[config.mk]
export PLATFORM = sky130hd
export DESIGN_NAME = fullchip_ctrl
export DESIGN_NICKNAME = d
export VERILOG_FILES = /design/src/rtl/fullchip_ctrl.sv
export SDC_FILE = /design/constraint.sdc
export NUM_CORES = 1
export LEC_CHECK = 0
export BUFFER_PORTS_ARGS = -buffer_cell sky130_fd_sc_hd__buf_2
export CORE_MARGIN = 2
export CORE_UTILIZATION = 49
export CTS_CLUSTER_DIAMETER = 30
export DETAILED_ROUTE_END_ITERATION = 16
export PLACE_DENSITY = 0.88
export SYNTH_ARGS = -nofsm -noshare
export SYNTH_HDL_FRONTEND = slang
export SYNTH_SLANG_ARGS = --single-unit
[constraint.sdc]
create_clock -name clk -period 2 [get_ports clk]
set_clock_uncertainty 0.2 [all_clocks]
set_input_delay 0.3 -clock clk [delete_from_list [all_inputs] [get_ports clk]]
set_output_delay 0.3 -clock clk [all_outputs]
set_load 0.01 [all_outputs]
[src/rtl/fullchip_ctrl.sv]
//------------------------------------------------------------------------------
// Module      : fullchip_ctrl
// Description : Instruction sequencer for the fullchip attention core. Emits
//               the 19-bit inst word for Q/K fill, K preload, execute, ofifo
//               drain, SFP accumulate/normalize and pmem readout.
//               Optional feature macro: FULLCHIP_CTRL_NORM_EN (5-step ACC
//               with divide; undefined gives the 4-step ACC without div).
// Revision    : 1.0 - initial release
//------------------------------------------------------------------------------
`default_nettype none

module fullchip_ctrl #(
    parameter int total_cycle = 8,
    parameter int col         = 8,
    parameter int gap         = 10
) (
    input  logic        clk,
    input  logic        reset,
    input  logic        start,
    input  logic        abort,
    input  logic        in_valid,
    output logic        in_ready,
    output logic [18:0] inst,
    output logic        busy,
    output logic        done,
    output logic [3:0]  phase
);

    typedef enum logic [3:0] {
        S_IDLE  = 4'd0,
        S_QWR   = 4'd1,
        S_KWR   = 4'd2,
        S_KLOAD = 4'd3,
        S_GAP1  = 4'd4,
        S_EXEC  = 4'd5,
        S_GAP2  = 4'd6,
        S_OFIFO = 4'd7,
        S_GAP3  = 4'd8,
        S_ACC   = 4'd9,
        S_RDOUT = 4'd10,
        S_DONE  = 4'd11
    } state_t;

    localparam logic [7:0] c_tc_last    = 8'(total_cycle - 1);
    localparam logic [7:0] c_col_last   = 8'(col - 1);
    localparam logic [7:0] c_kload_last = 8'(col + 1);
    localparam logic [7:0] c_col        = 8'(col);
    localparam logic [7:0] c_gap_last   = 8'(gap - 1);
`ifdef FULLCHIP_CTRL_NORM_EN
    localparam logic [2:0] c_acc_s_last = 3'd4;
`else
    localparam logic [2:0] c_acc_s_last = 3'd3;
`endif

    state_t     r_state;
    state_t     w_state_nxt;
    logic [7:0] r_c;
    logic [7:0] w_c_nxt;
    logic [2:0] r_s;
    logic [2:0] w_s_nxt;

    logic       w_div;
    logic       w_acc;
    logic       w_ofifo_rd;
    logic [3:0] w_qkmem_add;
    logic [3:0] w_pmem_add;
    logic       w_execute;
    logic       w_load;
    logic       w_qmem_rd;
    logic       w_qmem_wr;
    logic       w_kmem_rd;
    logic       w_kmem_wr;
    logic       w_pmem_rd;
    logic       w_pmem_wr;

    always_ff @(posedge clk) begin
        if (reset) begin
            r_state <= S_IDLE;
            r_c     <= '0;
            r_s     <= '0;
        end else begin
            r_state <= w_state_nxt;
            r_c     <= w_c_nxt;
            r_s     <= w_s_nxt;
        end
    end

    always_comb begin
        w_state_nxt = r_state;
        w_c_nxt     = r_c;
        w_s_nxt     = r_s;
        w_div       = 1'b0;
        w_acc       = 1'b0;
        w_ofifo_rd  = 1'b0;
        w_qkmem_add = 4'd0;
        w_pmem_add  = 4'd0;
        w_execute   = 1'b0;
        w_load      = 1'b0;
        w_qmem_rd   = 1'b0;
        w_qmem_wr   = 1'b0;
        w_kmem_rd   = 1'b0;
        w_kmem_wr   = 1'b0;
        w_pmem_rd   = 1'b0;
        w_pmem_wr   = 1'b0;

        case (r_state)
            S_IDLE: begin
                if (start) w_state_nxt = S_QWR;
            end
            S_QWR: begin
                if (in_valid) begin
                    w_qmem_wr   = 1'b1;
                    w_qkmem_add = r_c[3:0];
                    if (r_c == c_tc_last) w_state_nxt = S_KWR;
                    else                  w_c_nxt     = r_c + 8'd1;
                end
            end
            S_KWR: begin
                if (in_valid) begin
                    w_kmem_wr   = 1'b1;
                    w_qkmem_add = r_c[3:0];
                    if (r_c == c_col_last) w_state_nxt = S_KLOAD;
                    else                   w_c_nxt     = r_c + 8'd1;
                end
            end
            S_KLOAD: begin
                w_load = 1'b1;
                // K rows stream one cycle behind the counter; first and last cycles only hold load
                if (r_c >= 8'd1 && r_c <= c_col) begin
                    w_kmem_rd   = 1'b1;
                    w_qkmem_add = r_c[3:0] - 4'd1;
                end
                if (r_c == c_kload_last) w_state_nxt = (gap == 0) ? S_EXEC : S_GAP1;
                else                     w_c_nxt     = r_c + 8'd1;
            end
            S_GAP1: begin
                if (r_c == c_gap_last) w_state_nxt = S_EXEC;
                else                   w_c_nxt     = r_c + 8'd1;
            end
            S_EXEC: begin
                w_execute   = 1'b1;
                w_qmem_rd   = 1'b1;
                w_qkmem_add = r_c[3:0];
                if (r_c == c_tc_last) w_state_nxt = (gap == 0) ? S_OFIFO : S_GAP2;
                else                  w_c_nxt     = r_c + 8'd1;
            end
            S_GAP2: begin
                if (r_c == c_gap_last) w_state_nxt = S_OFIFO;
                else                   w_c_nxt     = r_c + 8'd1;
            end
            S_OFIFO: begin
                w_ofifo_rd = 1'b1;
                w_pmem_wr  = 1'b1;
                w_pmem_add = r_c[3:0];
                if (r_c == c_tc_last) w_state_nxt = (gap == 0) ? S_ACC : S_GAP3;
                else                  w_c_nxt     = r_c + 8'd1;
            end
            S_GAP3: begin
                if (r_c == c_gap_last) w_state_nxt = S_ACC;
                else                   w_c_nxt     = r_c + 8'd1;
            end
            S_ACC: begin
                w_pmem_add = r_c[3:0];
`ifdef FULLCHIP_CTRL_NORM_EN
                case (r_s)
                    3'd0:    w_pmem_rd = 1'b1;
                    3'd1:    w_acc     = 1'b1;
                    3'd3:    w_div     = 1'b1;
                    3'd4: begin
                        w_div     = 1'b1;
                        w_pmem_wr = 1'b1;
                    end
                    default: ;
                endcase
`else
                case (r_s)
                    3'd0:    w_pmem_rd = 1'b1;
                    3'd1:    w_acc     = 1'b1;
                    3'd3:    w_pmem_wr = 1'b1;
                    default: ;
                endcase
`endif
                if (r_s == c_acc_s_last) begin
                    w_s_nxt = 3'd0;
                    if (r_c == c_tc_last) w_state_nxt = S_RDOUT;
                    else                  w_c_nxt     = r_c + 8'd1;
                end else begin
                    w_s_nxt = r_s + 3'd1;
                end
            end
            S_RDOUT: begin
                w_pmem_rd  = 1'b1;
                w_pmem_add = r_c[3:0];
                if (r_c == c_tc_last) w_state_nxt = S_DONE;
                else                  w_c_nxt     = r_c + 8'd1;
            end
            S_DONE: begin
                w_state_nxt = S_IDLE;
            end
            default: begin
                w_state_nxt = S_IDLE;
            end
        endcase

        // No state loops onto itself, so any change of state is an entry
        if (w_state_nxt != r_state) begin
            w_c_nxt = 8'd0;
            w_s_nxt = 3'd0;
        end

        if (abort) begin
            w_state_nxt = S_IDLE;
            w_c_nxt     = 8'd0;
            w_s_nxt     = 3'd0;
        end
    end

    assign inst = {w_div, w_acc, w_ofifo_rd, w_qkmem_add, w_pmem_add,
                   w_execute, w_load, w_qmem_rd, w_qmem_wr,
                   w_kmem_rd, w_kmem_wr, w_pmem_rd, w_pmem_wr};

    assign in_ready = (r_state == S_QWR) || (r_state == S_KWR);
    assign busy     = (r_state != S_IDLE);
    assign done     = (r_state == S_DONE);
    assign phase    = r_state;

endmodule

`default_nettype wire

After elaboration in Yosys (flattened, before gate mapping)
Index checks and enable logic that the tools add are counted.
- add/subtract/negate cells: 3
- $lt $le $gt $ge: 2
- equality and inequality tests: 19
- muxes and demuxes: 39
- reductions and logical operators: 13
- operators with widths (operator ; number):
    $mux 4 ; 17
    $pmux 4 s11 ; 1
    $mux 8 ; 4
    $pmux 8 s4 ; 1
    $eq 4x3->1 const B ; 4
    $eq 4x4->1 const B ; 4
    $mux 1 ; 12
    $pmux 4 s3 ; 1
    $reduce_or 3->1 ; 3
    $add 8x1->8 const B ; 1
    $eq 4x2->1 const B ; 2
    $eq 8x3->1 const B ; 1
    $eq 8x4->1 const B ; 1
    $ge 8x1->1 const B ; 1
    $le 8x4->1 const B ; 1
    $reduce_bool 4->1 ; 2
    $eq 4x1->1 const B ; 1
    $logic_not 4->1 ; 1
    $ne 2x2->1 const B ; 2
    $ne 4x4->1 ; 1
    $pmux 1 s2 ; 2
    $reduce_and 4->1 ; 1
    $reduce_or 2->1 ; 2
    $reduce_or 4->1 ; 1
    other kinds (9) ; 9
- register bits: 15
- output and inout bits: 26
- logic and storage cells: 79

Depth between registers and ports, before layout
Gate-level depths: netlist of run 1.
- depth in word-level cells: 6
- gate-level depth with buffers: 8

Least setup slack after synthesis of run 1
Ideal clock, no wire load.
- path type: register to output
- start point: register r_state[0], in the netlist phase[0]
- end point: output inst[14]
- data arrival time: 1623 ps
- data required time: 1500 ps
- setup slack: -123 ps
- stages on the path, launching flop included: 7
- path buffers: 1
- cell sequence: dfxtp_1 -> clkbuf_1 -> nor2b_1 -> o21ai_1 -> a21oi_1 -> o21ai_1 -> o21ai_1
- longest elaborated chain between the ends: 3
- elaborated cells on any way between the ends: 6
- RTL lines (element ; RTL line ; RTL):
    start, declared ; 55 ; state_t r_state;
    start signal, assigned ; 82 ; r_state <= w_state_nxt;
    $eq 4x1->1 or $eq 4x2->1 (tied branches) ; 106 ; case (r_state)
    $reduce_or 2->1 (no line) ; n/a ;
    $pmux 4 s3 (*) ; 106 ;
    end, declared ; 23 ; output logic [18:0] inst,
Mark *: on every way between the ends. The rest lies on a longest branch, timed or not.

Final worst setup path of run 1
- start point: register r_state[3], in the netlist phase[3]
- end point: output inst[14]
Same word-level chain as after synthesis.

==> results.json, run 1 <==
{
  "drv_cap": 0,
  "insertion_delay_ns": 0.31,
  "ys_async_sr_fraction": 0,
  "setup_viol": 29,
  "wl_per_cell_um": 21.3,
  "clockBufferDepth": 2,
  "rsz0062_at_grt": "true",
  "grt_start_max_net_pins": 12,
  "r2r-start": "phase[1]",
  "synth_area_leader_cell": "dfxtp_1",
  "p_seq_frac": 0.458,
  "dpl_cell_area_um2": 1970,
  "dieArea_um2": 3410,
  "syn_to_final_growth_pct": 69.3,
  "drtPass1Iterations": 5,
  "cp_data_arrival_time_ns": 1.91,
  "coreArea_um2": 2780,
  "synth.area.top_cells": "dfxtp_1 21%, buf_4 6.7%, nor3_1 5.5%",
  "routed_wl_mm": 6.37,
  "finalPower_w": 0.000649,
  "die_h_um": 58.4,
  "drt_iter0_markers": 171,
  "power_frac_comb": 0.234,
  "grt_pass1_vias": 1624,
  "clock_sinks": 15,
  "vias": 1916,
  "hold-worst-slack_ns": 0.129,
  "ys.flop_type": "dfxtp_1",
  "nets": 280,
  "synth_top_area_share": 0.207,
  "synthDistinctLibCells": 51,
  "r2r_setup_slack_ns": -0.34,
  "swShare": 0.305,
  "ctsHoldBuffers": 0,
  "drv_slew": 0,
  "drc": 0,
  "crit_end": "inst[14]",
  "fin_ws_ns": -0.412,
  "final_cell_mix": "49 x buf_4, 27 x buf_2, 16 x nor3_1",
  "die_w_um": 58.4,
  "path_cells": "buf_4, nand4bb_4, buf_6, a2111oi_4, inv_2, o21ai_2, buf_2",
  "critical_path_depth": 7,
  "p_int_w": 0.000451,
  "powerDensity_nw_per_um2": 265,
  "grt-ovfl-total": 0,
  "io-pin-count": 31,
  "critPathMaxFanout": 4,
  "design_area_um2": 2450,
  "status": "complete, but fails checks",
  "cp-end-kind": "primary output",
  "setup.worst_path.start": "phase[3]",
  "avgViaCountPerCell": 6.41,
  "insertedDiodeCount": 0,
  "critical-path-slowest-cell": "dfxtp_2",
  "final_common_cell": "buf_4",
  "cp_slowest_stage_delay_ns": 0.34,
  "cts.htree.levels": 1,
  "fin_crit_sh": 1.21,
  "final.min_clock_period_ns": 2.41,
  "synth_edf_count": 0,
  "start_kind": "flop",
  "crit_buf_inv": 4,
  "clk_pin_slew_ns": 0.11,
  "cts-root-buf": "clkbuf_4",
  "hold_class": "in2reg",
  "max_freq_mhz": 415,
  "cts_tree": "done",
  "fillers": 113,
  "drtAntennaViolNets": 0,
  "antenna_found_initial": 0,
  "criticalPathCategory": "reg2out",
  "syn_avg_cell_area_um2": 7.54,
  "syn-num-nets": 203,
  "regArea_um2": 317,
  "start_util": 0.520,
  "multi_input_area_um2": 1250,
  "grt_usage": 0.288,
  "gp_congestion": 0.887,
  "p_clk_frac": 0.307,
  "switchingPower_w": 0.000198,
  "rows": 19,
  "dpl.hpwl_mm": 2.97,
  "cp_data_required_time_ns": 1.50,
  "synth_cells": 192,
  "port_buffers": 29,
  "critPathTopFamily": "buffers and inverters",
  "cts_made_buffers": 3,
  "ys_seq_elements": 15,
  "drive_gt1_frac": 0.593,
  "r2r-end": "r_s[0]",
  "final_hold_viol_count": 0,
  "ir_drop_mv": 0.351,
  "p_leak_nw": 1.03,
  "yosysSeqAreaShare": 0.207,
  "failed_checks": "negative setup slack",
  "grt_pass1_wl_mm": 7.37,
  "reg2regPathDepth": 8,
  "synth_area_um2": 1450,
  "yosysWarnings": 0
}
==> per-layer routing <==
metal  part of all wire  vias up  GRT usage
li1                   -      821          -
met1               0.36      900      0.303
met2               0.48      145      0.525
met3              0.084       50     0.0571
met4              0.078        0      0.169
met5                  0        -          0
==> area by class of cell <==
type | count | area share
multi-input cells | 143 | 0.512
repair buffers | 95 | 0.314
flip-flops and latches | 15 | 0.129
inverters | 11 | 0.0168
well taps | 31 | 0.0158
clock buffers | 3 | 0.00919
clock inverters | 1 | 0.00306
==> power by group through the flow <==
stage                     Combinational (W)  Clock (W)  Sequential [W]
after floorplan                   0.0000569          0        0.000309
after global routing               0.000157   0.000212        0.000298
after detailed placement          0.0000921          0        0.000308
final                              0.000152   0.000200        0.000298
after CTS                          0.000133   0.000196        0.000297
after global placement            0.0000909          0        0.000308
==> synthesized netlist by cell type, types with 3 or more instances <==
cell type,n
a21oi_1,6
nand2b_1,5
nor2b_1,6
o21ai_0,4
ha_1,6
nor2_1,14
nand2_1,13
nand3_1,3
inv_1,10
dfxtp_1,15
a31oi_1,3
o21ai_1,8
buf_4,13
and2_1,5
a2111oi_2,4
clkbuf_1,6
buf_2,4
a211oi_1,4
nor3_1,16
xnor2_1,8
==> worst min-delay path, cell delays in order <==
cell and delay (ns):
buf_2 0.08, or2_2 0.18, a31oi_2 0.04
==> stage by stage <==
| step | setup WS [ns] | util | TNS, ns | instances |
|---|---|---|---|---|
| floorplan | -0.00438 | - | -0.00438 | 192 |
| finish | -0.412 | 0.881 | -6.77 | 299 |
| global placement | -0.0904 | 0.707 | -0.726 | 275 |
| CTS | -0.405 | 0.807 | -4.97 | 291 |
| detailed placement | -0.133 | 0.707 | -1.17 | 275 |
| global route | -0.469 | 0.881 | -8.18 | 299 |
==> registers in the layout, indices dropped and copies added, names as in the netlist <==
register	flops
r_c	8
r_s	3
phase	4
==> worst min path at each step <==
stage                       from        to  slack [ns]  cells after the start
after global placement    r_c[1]    r_c[1]        0.34                      2
after detailed placement  r_c[1]    r_c[1]        0.35                      2
after CTS                  abort  phase[2]        0.09                      3
after global routing       reset  phase[0]        0.13                      3
final                      reset  phase[0]        0.13                      3
after floorplan           r_s[2]    r_s[2]        0.25                      2
==> what timing repair did <==
action	in CTS	in global routing
gates resized for setup	36	34
pin swaps	13	12
setup buffers	11	11
endpoints found under the setup margin	27	31
gates cloned	1	0
==> kinds of logic (layout without fill, tap and decap cells) <==
kind of cell,Yosys count,after routing,share of synthesized area
adders and majority gates,7,7,0.0588
DFF,15,15,0.207
AOI/OAI and AO/OA,39,39,0.202
and+or+nand+nor,86,86,0.341
other,1,1,0.00259
xor gates and xnor gates,8,8,0.0484
buffers and inverters,34,110,0.125
muxes,2,2,0.0138
Note: power is estimated with default switching activity, not from simulation.
==> run 2: changes to the inputs <==
- clock period: 2 -> 2.2 ns (I/O delays scaled with it)
==> run 2 against run 1 <==
- the run still ends with negative setup slack left
- first-iteration DRC count shrank 46%
- die area is the same
- register-to-register slack better by 0.29 ns
- critical path depth is 2 lower
- non-clock buffer count is 27 lower
- flip-flop and latch count stayed put
- final cell count shrank 8.7%
- critical path type unchanged
- via count down 16%
- critical endpoint is now inst[15]
- utilization fell by 13 points
- clock power down 16%
- clock-buffer cell count unchanged
- setup slack gained 0.24 ns
==> results.json, run 2 (synthesized netlist as in run 1, its figures left out) <==
{
  "status": "complete, but fails checks",
  "failed_checks": "negative setup slack",
  "grt_pass1_vias": 1389,
  "drive_gt1_frac": 0.508,
  "setup_viol": 11,
  "multi_input_area_um2": 1190,
  "drtPass1Iterations": 4,
  "clock_sinks": 15,
  "routed_wl_mm": 4.59,
  "cts.htree.levels": 1,
  "cp-end-kind": "primary output",
  "dp_slack_ns": -0.0730,
  "fin_crit_sh": 1.08,
  "path_cells": "or4_4, a2111oi_4, inv_2, o21ai_2, buf_2",
  "avgViaCountPerCell": 5.90,
  "io-pin-count": 31,
  "grt_start_max_net_pins": 15,
  "grt_usage": 0.226,
  "cts_made_buffers": 3,
  "drv_slew": 0,
  "insertedDiodeCount": 0,
  "final_common_cell": "buf_4",
  "largest-register": "r_c",
  "fin_util": 0.746,
  "port_buffers": 29,
  "vias": 1612,
  "die_w_um": 58.4,
  "drt_iter0_markers": 92,
  "criticalPathCategory": "reg2out",
  "dieArea_um2": 3410,
  "drc": 0,
  "grt-ovfl-total": 0,
  "cp_slowest_stage_delay_ns": 0.56,
  "dpl_cell_area_um2": 1720,
  "design_area_um2": 2080,
  "grt_pass1_wl_mm": 6.07,
  "critPathMaxFanout": 4,
  "clockBufferDepth": 2,
  "powerDensity_nw_per_um2": 256,
  "rsz0062_at_grt": "true",
  "final_hold_viol_count": 0,
  "wl_per_cell_um": 16.8,
  "dpl.cell_count": 260,
  "cts_tree": "done",
  "gp_congestion": 0.865,
  "rows": 19,
  "antenna_found_initial": 0,
  "drv_cap": 0,
  "ir_drop_mv": 0.336,
  "critPathTopFamily": "simple AND/OR/NAND/NOR gates",
  "die_h_um": 58.4,
  "drtAntennaViolNets": 0,
  "largest_reg_flops": 8,
  "route.layer.met1.wl_mm": 1.85,
  "dpl.hpwl_mm": 2.86,
  "fin_ws_ns": -0.174,
  "regArea_um2": 320,
  "start_kind": "flop",
  "final.min_clock_period_ns": 2.37,
  "top_layer_used": "met4",
  "syn_to_final_growth_pct": 43.4,
  "fin_cells": 273,
  "coreArea_um2": 2780,
  "start_util": 0.520,
  "clk_pin_slew_ns": 0.10,
  "final_cell_mix": "34 x buf_4, 29 x buf_2, 14 x nor2_1",
  "met2_length_mm": 2.39,
  "hold-worst-slack_ns": 0.192,
  "cp_data_arrival_time_ns": 1.84,
  "crit_buf_inv": 2,
  "cts-root-buf": "clkbuf_4",
  "hold_class": "in2reg",
  "fillers": 194,
  "max_freq_mhz": 421,
  "critical-path-slowest-cell": "or4_4",
  "p_leak_nw": 0.840,
  "nets": 254,
  "wl_met3_um": 263,
  "insertion_delay_ns": 0.29,
  "cp_data_required_time_ns": 1.67
}
-- run 2: path summary, 6_finish.rpt --
check | from | to | slack (ns) | cells after the start
worst min-delay path | reset | phase[2] | 0.19 | 3
worst max-delay path | r_c[5] | inst[15] | -0.17 | 5
worst min register to register | r_s[2] | r_s[2] | 0.43 | 3
worst max register to register | r_c[0] | r_c[4] | -0.05 | 7
-- run 2: per-stage QoR --
stage | setup TNS [ns] | total power [W]
after floorplan | 0 | 0.000327
after global placement | 0 | 0.000350
after detailed placement | -0.489 | 0.000352
after CTS | -1.08 | 0.000514
after global routing | -1.67 | 0.000552
final | -0.733 | 0.000531
-- run 2: area by class of cell --
cell class              instances  share of cell area
well taps                      31              0.0187
flip-flops and latches         15               0.154
multi-input cells             144               0.573
clock buffers                   3              0.0108
inverters                      11              0.0199
repair buffers                 68               0.220
clock inverters                 1             0.00362
-- run 2: timing repair --
action	4_1_cts	5_1_grt
cloned	0	1
buffers inserted	1	7
pin swaps	4	16
resized for setup	16	42
hold buffers	0	0
hold endpoints to repair	0	0
endpoints found under the setup margin	21	23
-- run 2: layer usage --
| metal | GRT usage | vias up |
|---|---|---|
| li1 | - | 776 |
| met1 | 0.273 | 758 |
| met2 | 0.406 | 64 |
| met3 | 0.0374 | 14 |
| met4 | 0.0698 | 0 |
| met5 | 0 | - |
-- run 2: where the power goes --
part / leakage (nW) / internal, W / switching [W] / total [W]
clock network: 0.0139 / 0.0000691 / 0.0000989 / 0.000168
registers: 0.125 / 0.000267 / 0.00000181 / 0.000269
logic: 0.701 / 0.0000401 / 0.0000540 / 0.0000941
total: 0.840 / 0.000377 / 0.000155 / 0.000531
-- run 2: tightest hold or removal path, cell delays in order --
cell	delay, ns
buf_2	0.08
or2_2	0.18
a211oi_1	0.06
